$ cat src/rtl/pitch_period_scheduler.sv
// Round-robin scheduler sharing one pitch->period converter across NUM_VOICES voices.
// Optional: PITCH_SCHED_REFRESH_EN issues a background refresh of the rr voice when nothing is pending.
module pitch_period_scheduler #(
  parameter  int          NUM_VOICES   = 8,
  parameter  int          CONV_LATENCY = 3,
  parameter  logic [13:0] RESET_PERIOD = 14'd2272,
  localparam int          VW           = $clog2(NUM_VOICES)
) (
  input  logic                       clk,
  input  logic                       rst_n,
  input  logic [NUM_VOICES*10-1:0]   pitch_in,
  input  logic [NUM_VOICES-1:0]      pitch_update,
  output logic [9:0]                 conv_pitch,
  input  logic [13:0]                conv_period,
  output logic [NUM_VOICES*14-1:0]   period_out,
  output logic [NUM_VOICES-1:0]      period_valid,
  output logic                       period_strobe,
  output logic [VW-1:0]              done_voice,
  output logic                       busy
);

  localparam logic [VW:0] NV   = (VW+1)'(NUM_VOICES);
  localparam int          LAST = CONV_LATENCY - 1;

  logic [NUM_VOICES-1:0] pending;
  logic [NUM_VOICES-1:0] pending_nxt;
  logic [NUM_VOICES-1:0] req;
  logic [NUM_VOICES-1:0] gnt_onehot;
  logic [VW-1:0]         rr_ptr;
  logic [VW-1:0]         gnt_idx;
  logic [VW-1:0]         cand;
  logic                  issue;

  // Stage 0 is loaded together with conv_pitch; conv_period carries the result
  // of the tag in stage LAST, and period_strobe/done_voice act as the final stage.
  logic [CONV_LATENCY-1:0] tag_v;
  logic [VW-1:0]           tag_id [CONV_LATENCY];

  function automatic logic [VW-1:0] wrap_add(input logic [VW-1:0] base, input logic [VW:0] off);
    logic [VW:0] s;
    s = {1'b0, base} + off;
    if (s >= NV) s = s - NV;
    return s[VW-1:0];
  endfunction

  always_comb begin
    req     = pending | pitch_update;
    issue   = 1'b0;
    gnt_idx = rr_ptr;
    cand    = rr_ptr;
    // Descending scan so the smallest offset from rr_ptr is the one that sticks.
    for (int i = NUM_VOICES - 1; i >= 0; i--) begin
      cand = wrap_add(rr_ptr, (VW+1)'(i));
      if (req[cand]) begin
        issue   = 1'b1;
        gnt_idx = cand;
      end
    end
`ifdef PITCH_SCHED_REFRESH_EN
    if (!issue) begin
      issue   = 1'b1;
      gnt_idx = rr_ptr;
    end
`else
`endif
  end

  always_comb begin
    gnt_onehot = '0;
    if (issue) gnt_onehot[gnt_idx] = 1'b1;
    // A fresh update on an already-pending voice survives its own grant.
    pending_nxt = (req & ~gnt_onehot) | (pitch_update & pending & gnt_onehot);
  end

  always_ff @(posedge clk or negedge rst_n) begin
    if (!rst_n) begin
      pending    <= '0;
      rr_ptr     <= '0;
      conv_pitch <= '0;
    end else begin
      pending <= pending_nxt;
      if (issue) begin
        rr_ptr     <= wrap_add(gnt_idx, (VW+1)'(1));
        conv_pitch <= pitch_in[int'(gnt_idx)*10 +: 10];
      end
    end
  end

  always_ff @(posedge clk or negedge rst_n) begin
    if (!rst_n) begin
      tag_v <= '0;
      for (int k = 0; k < CONV_LATENCY; k++) tag_id[k] <= '0;
    end else begin
      tag_v     <= {tag_v[CONV_LATENCY-2:0], issue};
      tag_id[0] <= gnt_idx;
      for (int k = 1; k < CONV_LATENCY; k++) tag_id[k] <= tag_id[k-1];
    end
  end

  always_ff @(posedge clk or negedge rst_n) begin
    if (!rst_n) begin
      period_out    <= {NUM_VOICES{RESET_PERIOD}};
      period_valid  <= '0;
      period_strobe <= 1'b0;
      done_voice    <= '0;
    end else begin
      period_strobe <= tag_v[LAST];
      if (tag_v[LAST]) begin
        done_voice                              <= tag_id[LAST];
        period_out[int'(tag_id[LAST])*14 +: 14] <= conv_period;
        period_valid[tag_id[LAST]]              <= 1'b1;
      end
    end
  end

  assign busy = (|pending) | (|tag_v);

endmodule
$ cat config.mk
export PLATFORM = sky130hd
export DESIGN_NAME = pitch_period_scheduler
export DESIGN_NICKNAME = d
export VERILOG_FILES = /design/src/rtl/pitch_period_scheduler.sv
export SDC_FILE = /design/constraint.sdc
export NUM_CORES = 1
export LEC_CHECK = 0
export CORE_ASPECT_RATIO = 0.75
export CORE_MARGIN = 5
export CORE_UTILIZATION = 50
export CTS_BUF_LIST = sky130_fd_sc_hd__clkbuf_4 sky130_fd_sc_hd__clkbuf_8
export DETAILED_ROUTE_END_ITERATION = 12
export GPL_TIMING_DRIVEN = 0
export PLACE_DENSITY = 0.81
export SLEW_MARGIN = 30
export SYNTH_ARGS = -nofsm -noshare
export SYNTH_HDL_FRONTEND = slang
export SYNTH_SLANG_ARGS = --single-unit
export TNS_END_PERCENT = 1
$ cat constraint.sdc
create_clock -name clk -period 9.9 [get_ports clk]
set_input_delay 1.98 -clock clk [delete_from_list [all_inputs] [get_ports clk]]
set_output_delay 1.98 -clock clk [all_outputs]
set_load 0.02 [all_outputs]
### Word-level counts from Yosys, hierarchy flattened

Index checks and enable logic that the tools add are counted.
Widths: inputs -> output; s select.

* add/subtract/negate cells: 18
* multipliers: 2
* order comparisons: 21
* shift operators: 3
* mux-type cells: 47
* bitwise logic cells: 8
* reduce and logical (&&, ||, !) cells: 4

Operators by type and width (number)
* $bwmux 112: 1
* $shift 14x33->112 const A: 1
* $shiftx 14x33->112: 1
* $shiftx 80x8->10: 1
* $mux 3: 17
* $lt 3x4->1 const B: 10
* $neg 7->33: 1
* $ge 4x4->1 const B: 8
* $sub 3x1->3 const B: 9
* $and 8x8->8: 3
* $bmux 1 s3: 8
* $or 8x8->8: 3
* $mux 1: 18
* $add 3x3->4 const B: 4
* $mul 3x3->6 const B: 2
* $add 3x1->4 const B: 2
* $add 3x2->4 const B: 2
* $mux 8: 1
* $not 8->8: 1
* $reduce_or 8->1: 1
* $demux 1 s3: 2
* $ge 3x1->1 const B: 2
* $ge 3x4->1 const B: 1
* $reduce_or 3->1: 1
* other kinds (2): 3

* flip-flop bits (word level): 157
* bits of input ports: 104
* word-level logic and storage cells: 114

### Longest topological paths before layout

* word-level depth: 21
* gate-level depth with buffers: 17
* mapped depth without buffers: 14

### Least setup slack after synthesis

No wires, ideal clock.

* path type: in2reg
* from: input pitch_update[0]
* to: register conv_pitch[1]
* setup time: 0.092 ns
* arrival: 4.579 ns
* data required time: 9.808 ns
* setup slack: 5.229 ns
* stages: 12
* cells stage by stage: or2_1 -> mux4_2 -> a211o_1 -> or3_1 -> a221oi_2 -> or2_1 -> buf_6 -> inv_4 -> buf_6 -> mux2i_1 -> a32o_1 -> o31ai_2

* word-level cells in the longest chain between the ends: 13

RTL lines
* start, declared: line 12 `input logic [NUM_VOICES-1:0] pitch_update,`
* $or 8x8->8 *: line 47 `req = pending | pitch_update;`
* $bmux 1 s3: line 54 `if (req[cand]) begin`
* $mux 1 (not written as such): line 54
* $mux 3 (8 in a row): line 54
* $mul 3x3->6: line 84 `conv_pitch <= pitch_in[int'(gnt_idx)*10 +: 10];`
* $shiftx 80x8->10: line 84
* end signal, assigned: line 84
* end, declared: line 13 `output logic [9:0] conv_pitch,`

Mark *: on every way between the ends. The rest lies on a longest branch, timed or not. The select of a mux whose other input is x is not followed.
A chain may end at the register's enable or synchronous reset.

### Worst setup path after layout

* from: register tag_id[0] (netlist name)
* to: register period_out[84]

* word-level cells in the longest chain between the ends: 4

RTL lines
* start, declared: line 37 `logic [VW-1:0] tag_id [CONV_LATENCY];`
* $mul 3x3->6 *: line 110 `period_out[int'(tag_id[LAST])*14 +: 14] <= conv_period;`
* $neg 7->33 *: line 110
* $shiftx 14x33->112 / $shift 14x33->112 (equally long branches): line 110
* $bwmux 112 *: line 110
* end signal, assigned: line 102 `period_out <= {NUM_VOICES{RESET_PERIOD}};`
* end signal, assigned by index: line 110
* end, declared: line 15 `output logic [NUM_VOICES*14-1:0] period_out,`

Mark *: on every way between the ends. The rest lies on a longest branch, timed or not.

==> flow_summary_export.csv <==
group,metric,value,unit
logic_synthesis,ys_ff_latch,157,
finish,diodes,0,
finish,syn2layout_area_growth,31.3,%
die,num_io_pins,239,
worst_setup_path,reg2reg_from,"tag_id[0]",
cts,cts-root-buf,"clkbuf_8",
detailed_routing,drc_errors,0,
cts,clk_latency,0.48,ns
detailed_routing,viasPerCell,6.35,
cts,clkTransAtPathRegs,0.10,ns
logic_synthesis,synthArstFlopShare,1.00,
sta,setup_viol,0,
logic_synthesis,synth.avg_cell_area,9.75,sq um
grt,grt_pass1_vias,9462,
sta,fin_crit,5.45,ns
logic_synthesis,synth-edff-count,0,
worst_setup_path,startpoint,"tag_id[0]",
die,die_area,23000,sq um
cts,clkSinkCount,157,
cts,cts_tree,"done",
sta,finalClockSkew,0.0146,ns
finish,layout_commonest_cell,"clkdlybuf4s50_1",
logic_synthesis,syn_inst,1026,
die,initial_core_util,0.512,
sta,hold_viol,0,
die,fp.coreArea,19500,sq um
grt,antenna_found_initial,0,
worst_setup_path,start_kind,"flip-flop",
logic_synthesis,synth_warnings,0,
sta,finalCritPeriodShare,0.550,
detailed_routing,wl_per_cell,24.0,um
sta,final-max-slew-violation-count,0,
worst_setup_path,critPathRequiredTime,10.25,ns
worst_setup_path,crit_fanout,10,
sta,finalSetupTns,0,ns
die,dieWidth,173,um
logic_synthesis,synth-main-ff-cell,"dfrtp_1",
die,die-height,133,um
logic_synthesis,synth_cell_types,76,
logic_synthesis,syn_nets,1145,
job,cap_violations,0,
grt,grt_max_degree,91,
placement,port_buffers,238,
cts,cts_buffers,17,
grt,grtUsageTotal,0.315,
finish,fillers,1601,
sta,slew-limit-headroom,0.358,
detailed_routing,drt_iter0_drc,1141,
die,fp-row-count,44,
outcome,status,"finished clean",
sta,fmax,184,MHz
placement,gp_congestion,1.03,
cts,clockBufferDepth,2,
min_path,min_from,"tag_id[8]",
grt,grt_overflow,0,
detailed_routing,route.final.wire_length,37300,um
min_path,hp-class,"flip-flop to flip-flop",
detailed_routing,firstDrtPassIters,5,
detailed_routing,ant_nets,0,
cts,cts_htree_levels,4,
detailed_routing,vias,9847,
cts,ctsHoldBuffers,0,
finish,regArea,3970,sq um
finish,final_cell_mix,"clkdlybuf4s50_1, nand2_1, dfrtp_1",
logic_synthesis,netlist_area,10000,sq um
logic_synthesis,seq_area_frac_synth,0.397,
sta,rsz0062_at_grt,"no",
finish,finalNonFillerCells,1550,
placement,dp.cells,1518,
worst_setup_path,path_class,"flip-flop to flip-flop",
sta,worst_pin_slew,0.960,ns
placement,hpwlAfterDp,29500,um
cts,cts_resized,0,
finish,multi_input_area,5680,sq um
finish,nets,1403,
grt,grt_pass1_wl,56900,um
cts,postCtsSetupRepairBufs,0,
worst_setup_path,end_kind,"flip-flop",
worst_setup_path,arrival,5.80,ns
finish,layout-drive-gt1-share,0.187,
-- layer usage --
layer / vias to the layer above / routed length, um / global-route usage
li1: 4336 / - / -
met1: 4773 / 15400 / 0.439
met2: 683 / 16700 / 0.487
met3: 55 / 4520 / 0.102
met4: 0 / 674 / 0.0647
met5: - / 0 / 0
-- final cells by class --
class | instances | area share
clock inverters | 15 | 0.0122
well taps | 253 | 0.0241
repair buffers | 239 | 0.184
plain buffers | 65 | 0.0231
flip-flops and latches | 157 | 0.302
clock buffers | 17 | 0.0178
inverters | 16 | 0.00476
multi-input cells | 788 | 0.432
-- state kept, by name, summed over array words and instances, names as in the netlist --
signal         cells
conv_pitch        10
period_valid       8
rr_ptr             3
tag_id             9
pending            8
done_voice         3
period_strobe      1
period_out       112
tag_v              3
-- path summary, 6_finish.rpt --
check                                       to  slack (ns)  cells past startpoint
worst min-delay path                 tag_id[5]        0.36                      0
worst max-delay path            period_out[84]        4.45                     14
max in group asynchronous       period_out[91]        7.61                      2
worst min register to register       tag_id[5]        0.36                      0
worst max register to register  period_out[84]        4.45                     14
min in group asynchronous       period_out[51]        1.43                      1
-- logic make-up after synthesis --
| family | after synthesis | synth area share |
|---|---|---|
| AND/OR/NAND/NOR | 344 | 0.153 |
| XOR/XNOR | 16 | 0.0140 |
| buffers and inverters | 81 | 0.0366 |
| AO/OA/AOI/OAI | 247 | 0.178 |
| adder cells (fa/ha/maj) | 23 | 0.0295 |
| multiplexers | 158 | 0.192 |
| flip-flops | 157 | 0.397 |
-- through the flow --
stage               setup WS, ns  instance area, sq um  hold slack (ns)   util
finish                      4.45                 13100            0.356  0.672
global route                4.20                 13100            0.377  0.672
CTS                         4.63                 13100            0.362  0.672
detailed placement          4.18                 12700            0.341  0.652
floorplan                   5.23                 10000            0.331      -
global placement           0.683                 12700            0.333  0.650
-- cell usage after synthesis (8+ instances only) --
library cell	number	area share
nand2_1	143	0.054
dfrtp_1	125	0.31
mux2_2	102	0.11
nor2_1	88	0.033
a21oi_1	55	0.028
clkbuf_1	42	0.016
mux2i_1	39	0.039
o21ai_0	36	0.018
o22ai_1	34	0.021
dfstp_2	32	0.084
nand3_1	27	0.014
nor3_1	25	0.013
a32o_1	20	0.020
mux4_2	17	0.038
a31oi_1	15	0.0094
ha_1	12	0.015
inv_1	10	0.0038
o31ai_2	10	0.013
xnor2_1	10	0.0088
a2111oi_0	8	0.0070
and3_1	8	0.0050
or3_1	8	0.0050
-- critical path, cell delays in order, from the launching register on --
cell and delay [ns]:
dfrtp_1 0.56, inv_1 0.16, clkbuf_1 0.28, ha_1 0.35, clkbuf_1 0.44, inv_1 0.15
nand2_1 0.12, clkbuf_1 0.45, nor2_1 0.20, ha_1 0.37, clkbuf_1 0.33, nor2_1 0.72
nand3_1 0.45, or2_2 0.47, mux2_2 0.28
Power is left out: the tool's default activity adds up to more than one toggle a clock period on the data nets, which glitch-free logic cannot reach.
